## src/rtl/stopwatch_ctrl.sv

```systemverilog
// stopwatch_ctrl -- four-digit BCD stopwatch with run/pause/target control.
//
// A 24-bit prescaler divides clk by PRESCALE to produce a count tick. On
// every tick in RUN, the four-digit BCD count increments with carry. It wraps
// from 9999 to 0000. When a valid nonzero target is reached, the block pulses
// done and parks in DONE until clear or rst.
//
// Parameters:
//   PRESCALE    clk cycles per count tick (2 .. 2^24)
//
// Ports:
//   clk         rising-edge clock
//   rst         synchronous, active-high reset
//   start       run request (level-sampled)
//   stop        pause request (level-sampled)
//   clear       return-to-zero request (level-sampled)
//   target      BCD target {d3,d2,d1,d0}; 16'h0000 or any nibble > 9 = free-run
//   lap         lap capture request        (only with STOPWATCH_CTRL_LAP_EN)
//   lap_digits  captured BCD count         (only with STOPWATCH_CTRL_LAP_EN)
//   digits      current BCD count {d3,d2,d1,d0}
//   running     high while in RUN
//   done        one-cycle pulse when the count reaches target
//
// Optional feature: define STOPWATCH_CTRL_LAP_EN to build the lap capture
// port pair and register.
//
// Request priority: rst > clear > stop > start.

module stopwatch_ctrl #(
    parameter int PRESCALE = 100000
) (
    input  logic        clk,
    input  logic        rst,
    input  logic        start,
    input  logic        stop,
    input  logic        clear,
    input  logic [15:0] target,
`ifdef STOPWATCH_CTRL_LAP_EN
    input  logic        lap,
    output logic [15:0] lap_digits,
`endif
    output logic [15:0] digits,
    output logic        running,
    output logic        done
);

    localparam logic [1:0] IDLE  = 2'd0;
    localparam logic [1:0] RUN   = 2'd1;
    localparam logic [1:0] PAUSE = 2'd2;
    localparam logic [1:0] DONE  = 2'd3;

    localparam logic [23:0] PRESCALE_LAST = 24'(PRESCALE - 1);

    logic [1:0]  state;
    logic [23:0] presc;
    logic        tick;
    logic        target_ok;
    logic        hit;
    logic [15:0] digits_inc;

    // BCD increment with ripple carry. A digit advances only when every lower
    // digit was 9. A digit at 9 that advances wraps to 0, so 9999 becomes 0000.
    function automatic logic [15:0] bcd_inc(input logic [15:0] d);
        logic [15:0] r;
        logic        carry;
        r     = d;
        carry = 1'b1;
        for (int i = 0; i < 4; i++) begin
            if (carry) begin
                if (d[i*4 +: 4] == 4'd9) begin
                    r[i*4 +: 4] = 4'd0;
                end else begin
                    r[i*4 +: 4] = d[i*4 +: 4] + 4'd1;
                    carry       = 1'b0;
                end
            end
        end
        return r;
    endfunction

    // A target containing a non-decimal nibble can never match the count.
    // This makes such a target behave as free-run.
    always_comb begin
        target_ok = (target != 16'h0000);
        for (int i = 0; i < 4; i++) begin
            if (target[i*4 +: 4] > 4'd9) begin
                target_ok = 1'b0;
            end
        end
    end

    assign tick       = (state == RUN) && (presc == PRESCALE_LAST);
    assign digits_inc = bcd_inc(digits);
    // target is only consulted here, so it is effectively sampled at tick.
    assign hit        = target_ok && (digits_inc == target);

    // NOTE: state registers use non-blocking assignments, so every branch
    // reads the pre-edge values of state, presc and digits.
    always_ff @(posedge clk) begin
        if (rst) begin
            state   <= IDLE;
            digits  <= 16'h0000;
            presc   <= 24'd0;
            running <= 1'b0;
            done    <= 1'b0;
        end else begin
            // done is a single-update pulse; it is only raised on a target hit.
            done <= 1'b0;
            if (clear) begin
                state   <= IDLE;
                digits  <= 16'h0000;
                presc   <= 24'd0;
                running <= 1'b0;
            end else begin
                case (state)
                    IDLE: begin
                        // stop outranks start, even though stop alone does
                        // nothing here.
                        if (start && !stop) begin
                            state   <= RUN;
                            presc   <= 24'd0;
                            running <= 1'b1;
                        end
                    end
                    RUN: begin
                        if (stop) begin
                            // Freeze: a coincident tick is dropped, and presc holds.
                            state   <= PAUSE;
                            running <= 1'b0;
                        end else if (tick) begin
                            presc  <= 24'd0;
                            digits <= digits_inc;
                            if (hit) begin
                                done    <= 1'b1;
                                state   <= DONE;
                                running <= 1'b0;
                            end
                        end else begin
                            presc <= presc + 24'd1;
                        end
                    end
                    PAUSE: begin
                        // Resume with the prescaler phase retained.
                        if (start && !stop) begin
                            state   <= RUN;
                            running <= 1'b1;
                        end
                    end
                    default: begin
                        // DONE: only clear or rst leave this state.
                    end
                endcase
            end
        end
    end

`ifdef STOPWATCH_CTRL_LAP_EN
    // The lap register captures the pre-update count. If a tick coincides,
    // the value shown is the one before the increment.
    always_ff @(posedge clk) begin
        if (rst || clear) begin
            lap_digits <= 16'h0000;
        end else if (lap && (state == RUN || state == PAUSE)) begin
            lap_digits <= digits;
        end
    end
`endif

endmodule

```

## config.mk

```make
export PLATFORM = sky130hd
export DESIGN_NAME = stopwatch_ctrl
export DESIGN_NICKNAME = d
export VERILOG_FILES = /design/src/rtl/stopwatch_ctrl.sv
export SDC_FILE = /design/constraint.sdc
export NUM_CORES = 1
export LEC_CHECK = 0
export BUFFER_PORTS_ARGS = -buffer_cell sky130_fd_sc_hd__clkbuf_2
export CAP_MARGIN = 20
export CORE_MARGIN = 2
export CORE_UTILIZATION = 23
export CTS_BUF_LIST = sky130_fd_sc_hd__clkbuf_4
export DETAILED_ROUTE_END_ITERATION = 10
export GPL_ROUTABILITY_DRIVEN = 1
export GPL_TIMING_DRIVEN = 0
export HOLD_SLACK_MARGIN = 0.08
export PLACE_DENSITY = 0.43
export SYNTH_ARGS = -nofsm -noshare
export SYNTH_HDL_FRONTEND = slang
export SYNTH_SLANG_ARGS = --single-unit
```

## constraint.sdc

```tcl
create_clock -name clk -period 3.8 [get_ports clk]
set_input_delay 0.57 -clock clk [delete_from_list [all_inputs] [get_ports clk]]
set_output_delay 0.57 -clock clk [all_outputs]
set_load 0.01 [all_outputs]
```

# Word level (Yosys, flattened, before mapping)
# Index checks and enable logic that the tools add are counted.
[classes] add_sub_neg=5 magnitude_cmp=4 n_eq_ne=13 muxes=31 bitwise=3 reduce_logical=14
[ops] operator="$mux W24" n=3
[ops] operator="$pmux W24 S2" n=1
[ops] operator="$mux W4" n=7
[ops] operator="$add A24 B1 Y24 const B" n=1
[ops] operator="$eq A24 B17 Y1 const B" n=1
[ops] operator="$add A4 B1 Y4 const B" n=4
[ops] operator="$eq A16 B16 Y1" n=1
[ops] operator="$eq A4 B4 Y1 const B" n=4
[ops] operator="$gt A4 B4 Y1 const B" n=4
[ops] operator="$reduce_bool A16 Y1" n=1
[ops] operator="$mux W1" n=14
[ops] operator="$mux W2" n=4
[ops] operator="$ne A3 B3 Y1 const B" n=2
[ops] operator="$reduce_and A3 Y1" n=2
[ops] operator="$reduce_or A5 Y1" n=1
[ops] operator="$ne A2 B2 Y1 const B" n=2
[ops] operator="$pmux W2 S2" n=1
[ops] operator="$reduce_and A4 Y1" n=1
[ops] operator="$reduce_bool A2 Y1" n=2
[ops] operator="$reduce_or A2 Y1" n=2
[ops] operator="$logic_and A1 B1 Y1" n=3
[ops] operator="$not A1 Y1" n=3
[ops] operator="$eq A2 B1 Y1 const B" n=1
[ops] operator="$eq A2 B2 Y1 const B" n=1
[ops] operator="4 further kinds" n=4
[totals] regBits=44 in_bits=21 out_inout_bits=18 wordCells=75

# Depth between registers and ports, before layout
# Gate-level depths: netlist of run 1.
[logic_depth] depth_word=11 ltp_mapped=10 ltp_nobuf=9

# Least setup slack after synthesis of run 1
# No wires, ideal clock.
[synth_path] path_kind="reg-to-reg" start="register digits[9]" end="register state[1]" setup_ns=0.079 arrival_time_ns=2.507 required_ns=3.721 slack_ns=1.214 path_stages_with_launch=11 n_path_buf=1 synth_period_minus_slack_ns=2.586 path_cell_list="dfxtp_1 -> inv_1 -> ha_1 -> and3b_1 -> buf_6 -> or4_4 -> and3_1 -> a211o_1 -> nor4_2 -> nand4_1 -> a211oi_2"
[synth_via] elab_chain_len=8 word_cells_on_any_way=11 classes_between="add/sub (1); eq/ne (3); mux (5); reduce/logical (2)"
[synth_rtl] element="start, declared" line_no="42" rtl="output logic [15:0] digits,"
[synth_rtl] element="start signal, assigned" line_no="132" rtl="digits <= digits_inc;"
[synth_rtl] element="parallel branches: the longest is 4 deep, another holds $add A4 B1 Y4"
[synth_rtl] element="$eq A16 B16 Y1 *" line_no="95" rtl="assign hit = target_ok && (digits_inc == target);"
[synth_rtl] element="$logic_and A1 B1 Y1 *" line_no="95"
[synth_rtl] element="$ne A3 B3 Y1 (no line) *"
[synth_rtl] element="$reduce_and A4 Y1 (no line) *"
[synth_rtl] element="end signal, assigned" line_no="101" rtl="state <= IDLE;"
[synth_rtl] element="end signal, assigned" line_no="110" rtl="state <= IDLE;"
[synth_rtl] element="end signal, assigned" line_no="120" rtl="state <= RUN;"
[synth_rtl] element="end, declared" line_no="54" rtl="logic [1:0] state;"
# Every way passes the cells marked *.
# A chain may end at the register's enable or synchronous reset.

# Final worst setup path of run 1
# Ends and elaborated chain as after synthesis.

==> results of run 1 <==
[layer usage]
metal	GRT usage	wire, um	vias up
li1	-	-	1383
met1	0.165	3870	1307
met2	0.193	3440	55
met3	0.0296	401	10
met4	0.0398	97	0
met5	0	0	-
[sequential cells by signal, summed over array words and instances (netlist names)]
signal,flops
digits,16
done,1
presc,24
state,2
running,1
[critical path: cells and delay by family (launching register included)]
family | cells | cell delay (ns)
and+or+nand+nor | 5 | 1.44
DFF | 1 | 0.49
AOI/OAI and AO/OA | 2 | 0.49
buffers and inverters | 2 | 0.20
adders and majority gates | 1 | 0.19
[logic make-up after synthesis]
logic type / count (synthesis) / synth area share
buf+inv: 24 / 0.0445
fa+ha+maj: 7 / 0.0311
mux: 9 / 0.0320
flops: 44 / 0.313
simple gates: 163 / 0.311
xor+xnor: 31 / 0.0992
compound gates: 77 / 0.169
[metrics by stage]
stage          utilization  total power [mW]  setup slack (ns)  area (um^2)
2_1_floorplan            -             0.511              1.21         2810
3_3_place_gp         0.266             0.542             0.938         3180
3_5_place_dp         0.266             0.542             0.929         3180
4_1_cts              0.271             0.789             0.893         3240
5_1_grt              0.271             0.812             0.710         3240
6_report             0.271             0.774             0.925         3240
[path summary, 6_finish.rpt]
check / from / endpoint / slack [ns] / depth (start not counted)
worst max register to register: digits[9]$_SDFFE_PP0P_ / state[1]$_SDFFE_PP0P_ / 0.92 / 10
worst min-delay path: start / state[0]$_SDFFE_PP0P_ / 0.50 / 3
worst min register to register: presc[1]$_SDFFE_PP0P_ / presc[1]$_SDFFE_PP0P_ / 0.50 / 2
worst max-delay path: digits[9]$_SDFFE_PP0P_ / state[1]$_SDFFE_PP0P_ / 0.92 / 10
[power breakdown]
| group | internal [mW] | switching, mW |
|---|---|---|
| clock network | 0.0715 | 0.171 |
| registers | 0.463 | 0.00147 |
| logic | 0.0252 | 0.0415 |
[final cells by class]
cell class                      count  area share
Inverter                            9      0.0104
Sequential cell                    44       0.272
Timing Repair Buffer               37      0.0572
Clock buffer                        5      0.0116
Clock inverter                      3     0.00580
Tap cell                          147      0.0568
Multi-Input combinational cell    287       0.558
Buffer                             15      0.0282
[cell usage in the layout (no fill, tap or decap), types with 6 or more instances in the layout]
cell      count
o21ai_0      22
nor4_1        7
clkbuf_1      9
a21oi_1      27
inv_1         9
mux2i_1       9
nor2_1       50
clkbuf_2     38
ha_1          7
xor2_1       17
nand2_1      27
and3_1        6
nor3_1       14
xnor2_1      13
nand3_1      12
nand4_1      14
dfxtp_1      44
==> results.cfg, run 1 <==
[global_routing]
grt_max_degree = 15
antenna_found_initial = 0
grt_pass1_vias = 2462
grt.total_usage = 0.123
grt-ovfl-total = 0
grt_pass1_wl_mm = 12.7

[detailed_routing]
remaining_drc_errors = 0
via_per_inst = 5.04
vias = 2755
firstDrtPassIters = 4
detail-route-antenna-nets = 0
drt-total-wl_mm = 7.81
wl_per_cell_um = 14.3
drt_first_iter_violations = 131

[timing]
tns_ns = 0
clock_skew_ns = 0.0199
whs_ns = 0.500
tightest_slew_ns = 0.879
hold_viol = 0
slew_violations = 0
relSlewSlack = 0.406
finalCriticalPeriod_ns = 2.88
rsz0062_at_grt = false
setup_viol = 0
max_clock_freq_mhz = 348
timing.final.crit_share = 0.757

[clocking]
cts_tree = built
h-tree-depth = 2
cts_inserted_buffers = 5
numClockSinks = 44
clk_pin_slew_ns = 0.13
cts_setup_buffers = 0
ctsResizeCount = 0
clock_latency_ns = 0.39
cts-root-buf = clkbuf_4
cts_max_path_buffers = 2
postCtsHoldBufs = 0

[cells_and_area]
area_delta_synth_final_pct = 15.1
diodes = 0
multiInputGateArea_um2 = 1810
layout-drive-gt1-share = 0.160
fin_cells = 547
layout.nets = 427
filler_cell_count = 1318
seq_area_um2 = 881

[setup_path]
crit_arrival_ns = 3.18
cp-start-kind = register
path_class = reg2reg
crit_chain = inv_1 > ha_1 > and3b_1 > buf_6 > or4_4 > and3_1 > a211o_1 > nor4_2 > nand4_1 > a211oi_2
crit_slowest_cell = or4_4
critPathMaxFanout = 7
cpPeakStageDelay_ns = 0.51
end_kind = register
crit_required_ns = 4.11

[placed_design]
port_buffers = 37
gp_congestion = 0.855
dp.cells = 539
dp_hpwl_mm = 5.94

[logic_synthesis]
synth-seq-cells = 44
async_reset_ff_frac = 0
synth_area_leaders = dfxtp_1, nor2_1, xor2_1
avgSynthCellArea_um2 = 7.92
synth_common_cells = nor2_1, dfxtp_1, a21oi_1, nand2_1, o21ai_0
synth_edf_count = 0
netlist_area_um2 = 2810
synthesis.nets = 383
synth_top_area_frac = 0.313
yosysTopAreaCell = dfxtp_1
ys.flop_type = dfxtp_1
synth_seq_area_share = 0.313
yosysWarnings = 0
syn_inst = 355
ys_types = 54
post-synth-top-count-cell = nor2_1

[die]
coreArea_um2 = 12000
die-area_um2 = 13100
die_h_um = 115
fp.dieW_um = 115
start_util = 0.235
ioPinCount = 39
fp-row-count = 40

[status]
outcome = complete, no violations

[worst_hold_path]
min_path_type = in2reg

[pwr]
p_leak_nw = 1.09
ir_drop_mv = 0.127
p_per_area_nw_per_um2 = 239

[run]
max_cap_viol_count = 0
(Power assumes the default switching activity.)
==> inputs of run 2 (changes only) <==
Settings changed: PLACE_DENSITY 0.43 to 0.44.
Clock period 3.8 ns to 2.5 ns, I/O delays scaled along.
==> run 2 against run 1 <==
Worst setup slack got worse by 0.90 ns. Cell area increased by 6.7%. Via count increased by 1.1%. Flip-flop and latch count unchanged. Register-to-register slack got worse by 0.90 ns. Maximum frequency increased by 16%. Sequential power increased by 51%. Count of clock-buffer cells in the layout increased by 1. Clock skew decreased by 0.0035 ns. Power increased by 65%. Sequential share of layout area decreased by 1.2 points. Worst hold slack got worse by 0.18 ns. Critical path type unchanged.
==> results.cfg, run 2 (same netlist as run 1, synthesis figures left out) <==
[status]
outcome = complete, no violations

[setup_path]
crit_path_end = state[1]$_SDFFE_PP0P_
rr_startpoint = digits[9]$_SDFFE_PP0P_
cp-startpoint = digits[9]$_SDFFE_PP0P_
worstRegToRegCells = 9
r2r_end = state[1]$_SDFFE_PP0P_
end_kind = register
cp-start-kind = register
crit_required_ns = 2.81
crit_arrival_ns = 2.78
r2r_slack_ns = 0.03
path_class = reg2reg
critPathMaxFanout = 3

[placed_design]
gp_congestion = 0.814
dp_hpwl_mm = 6.06
post_dp_cell_area_um2 = 3190
dp_slack_ns = -0.299
port_buffers = 37

[die]
fp-row-count = 40
coreArea_um2 = 12000
die_h_um = 115
start_util = 0.235
ioPinCount = 39
fp.dieW_um = 115
die-area_um2 = 13100

[clocking]
postCtsHoldBufs = 0
cts_tree = built
clk_pin_slew_ns = 0.14
cts-root-buf = clkbuf_4
clock_latency_ns = 0.37
numClockSinks = 44
h-tree-depth = 2
cts_inserted_buffers = 5
cts_max_path_buffers = 2

[cells_and_area]
final_cell_area_um2 = 3450
largest_register_ffs = 24
layout-drive-gt1-share = 0.243
reg_top3 = presc: 24 flops, digits: 16 flops, state: 2 flops
top_register = presc
layout_common_cells = nor2_1, clkbuf_2, dfxtp_1
filler_cell_count = 1301
layout_commonest_cell = nor2_1
layout.nets = 439
area_delta_synth_final_pct = 22.8
seq_area_um2 = 900
diodes = 0
multiInputGateArea_um2 = 1870
postLayoutCoreUtil = 0.289

[pwr]
p_comb_frac = 0.082
p_sw_frac = 0.248
ir_drop_mv = 0.183
p_clk_frac = 0.368
p_leak_nw = 1.21
p_seq_frac = 0.549
p_sw_mw = 0.316
p_per_area_nw_per_um2 = 370
p_int_mw = 0.962

[detailed_routing]
via_per_inst = 4.98
drt-total-wl_mm = 8.05
detail-route-antenna-nets = 0
firstDrtPassIters = 4
drt_first_iter_violations = 122
remaining_drc_errors = 0
wl_per_cell_um = 14.4
vias = 2786

[timing]
tightest_slew_ns = 0.774
rsz0062_at_grt = true
clock_skew_ns = 0.0164
max_clock_freq_mhz = 405
relSlewSlack = 0.478
finalCriticalPeriod_ns = 2.47
finalWorstSetupSlack_ns = 0.0292
timing.final.crit_share = 0.988
tns_ns = 0
setup_viol = 0
hold_viol = 0
slew_violations = 0

[run]
max_cap_viol_count = 0

[global_routing]
grt_pass1_vias = 2568
grt_pass1_wl_mm = 12.7
grt.total_usage = 0.122
grt_max_degree = 14
antenna_found_initial = 0
grt-ovfl-total = 0

[worst_hold_path]
min_path_type = in2reg
## run 2: cell types whose count changed in the layout (fill, tap and decap cells not counted), moves of 3 or more
cell | previous run | this run
clkbuf_1 | 9 | 4
dfxtp_1 | 44 | 35
dfxtp_2 | 0 | 6
buf_4 | 0 | 15
dfxtp_4 | 0 | 3
## run 2: timing repair
action,4_1_cts,5_1_grt
resized for setup,15,16
endpoints found under the setup margin,31,28
pin swaps,7,6
setup buffers,4,11
## run 2: power by group through the flow
stage	sequential, mW	combinational, mW	clock [mW]
floorplan	0.720	0.0556	0
global placement	0.720	0.100	0
detailed placement	0.720	0.101	0
CTS	0.704	0.105	0.493
global route	0.703	0.117	0.521
finish	0.702	0.105	0.471
## run 2: area by class of cell
class,instances,share of cell area
timing repair buffer,52,0.0862
clock buffer,6,0.0130
sequential,44,0.260
buffer,12,0.0246
multi-input combinational,287,0.543
tap,147,0.0532
inverter,9,0.00978
clock inverter,2,0.0101
## run 2: worst max-delay path, stage by stage, from the launching register on
cell,delay [ns]
dfxtp_4,0.38
inv_2,0.04
ha_4,0.14
and3b_2,0.22
or4_4,0.54
and3_4,0.16
a211o_1,0.30
nor4_4,0.19
nand4_1,0.18
a211oi_2,0.25
## run 2: layer usage
| metal | vias to the layer above | wire [um] | GRT usage |
|---|---|---|---|
| li1 | 1407 | - | - |
| met1 | 1307 | 3800 | 0.151 |
| met2 | 64 | 3710 | 0.202 |
| met3 | 8 | 450 | 0.0386 |
| met4 | 0 | 83 | 0.0350 |
| met5 | - | 0 | 0 |
## run 2: metrics by stage
step	hold slack [ns]	std cells	total power [mW]
floorplan	0.462	355	0.775
finish	0.317	559	1.28
detailed placement	0.495	539	0.820
CTS	0.300	548	1.30
global placement	0.480	539	0.820
global route	0.313	559	1.34
## run 2: worst min path at each step
stage	start	to	slack, ns	depth (start not counted)
final	start	state[0]$_SDFFE_PP0P_	0.32	3
after global routing	start	state[0]$_SDFFE_PP0P_	0.31	3
after CTS	start	state[0]$_SDFFE_PP0P_	0.30	3
after detailed placement	presc[1]$_SDFFE_PP0P_	presc[1]$_SDFFE_PP0P_	0.50	2
after global placement	presc[16]$_SDFFE_PP0P_	presc[16]$_SDFFE_PP0P_	0.48	2
after floorplan	presc[20]$_SDFFE_PP0P_	presc[20]$_SDFFE_PP0P_	0.46	1
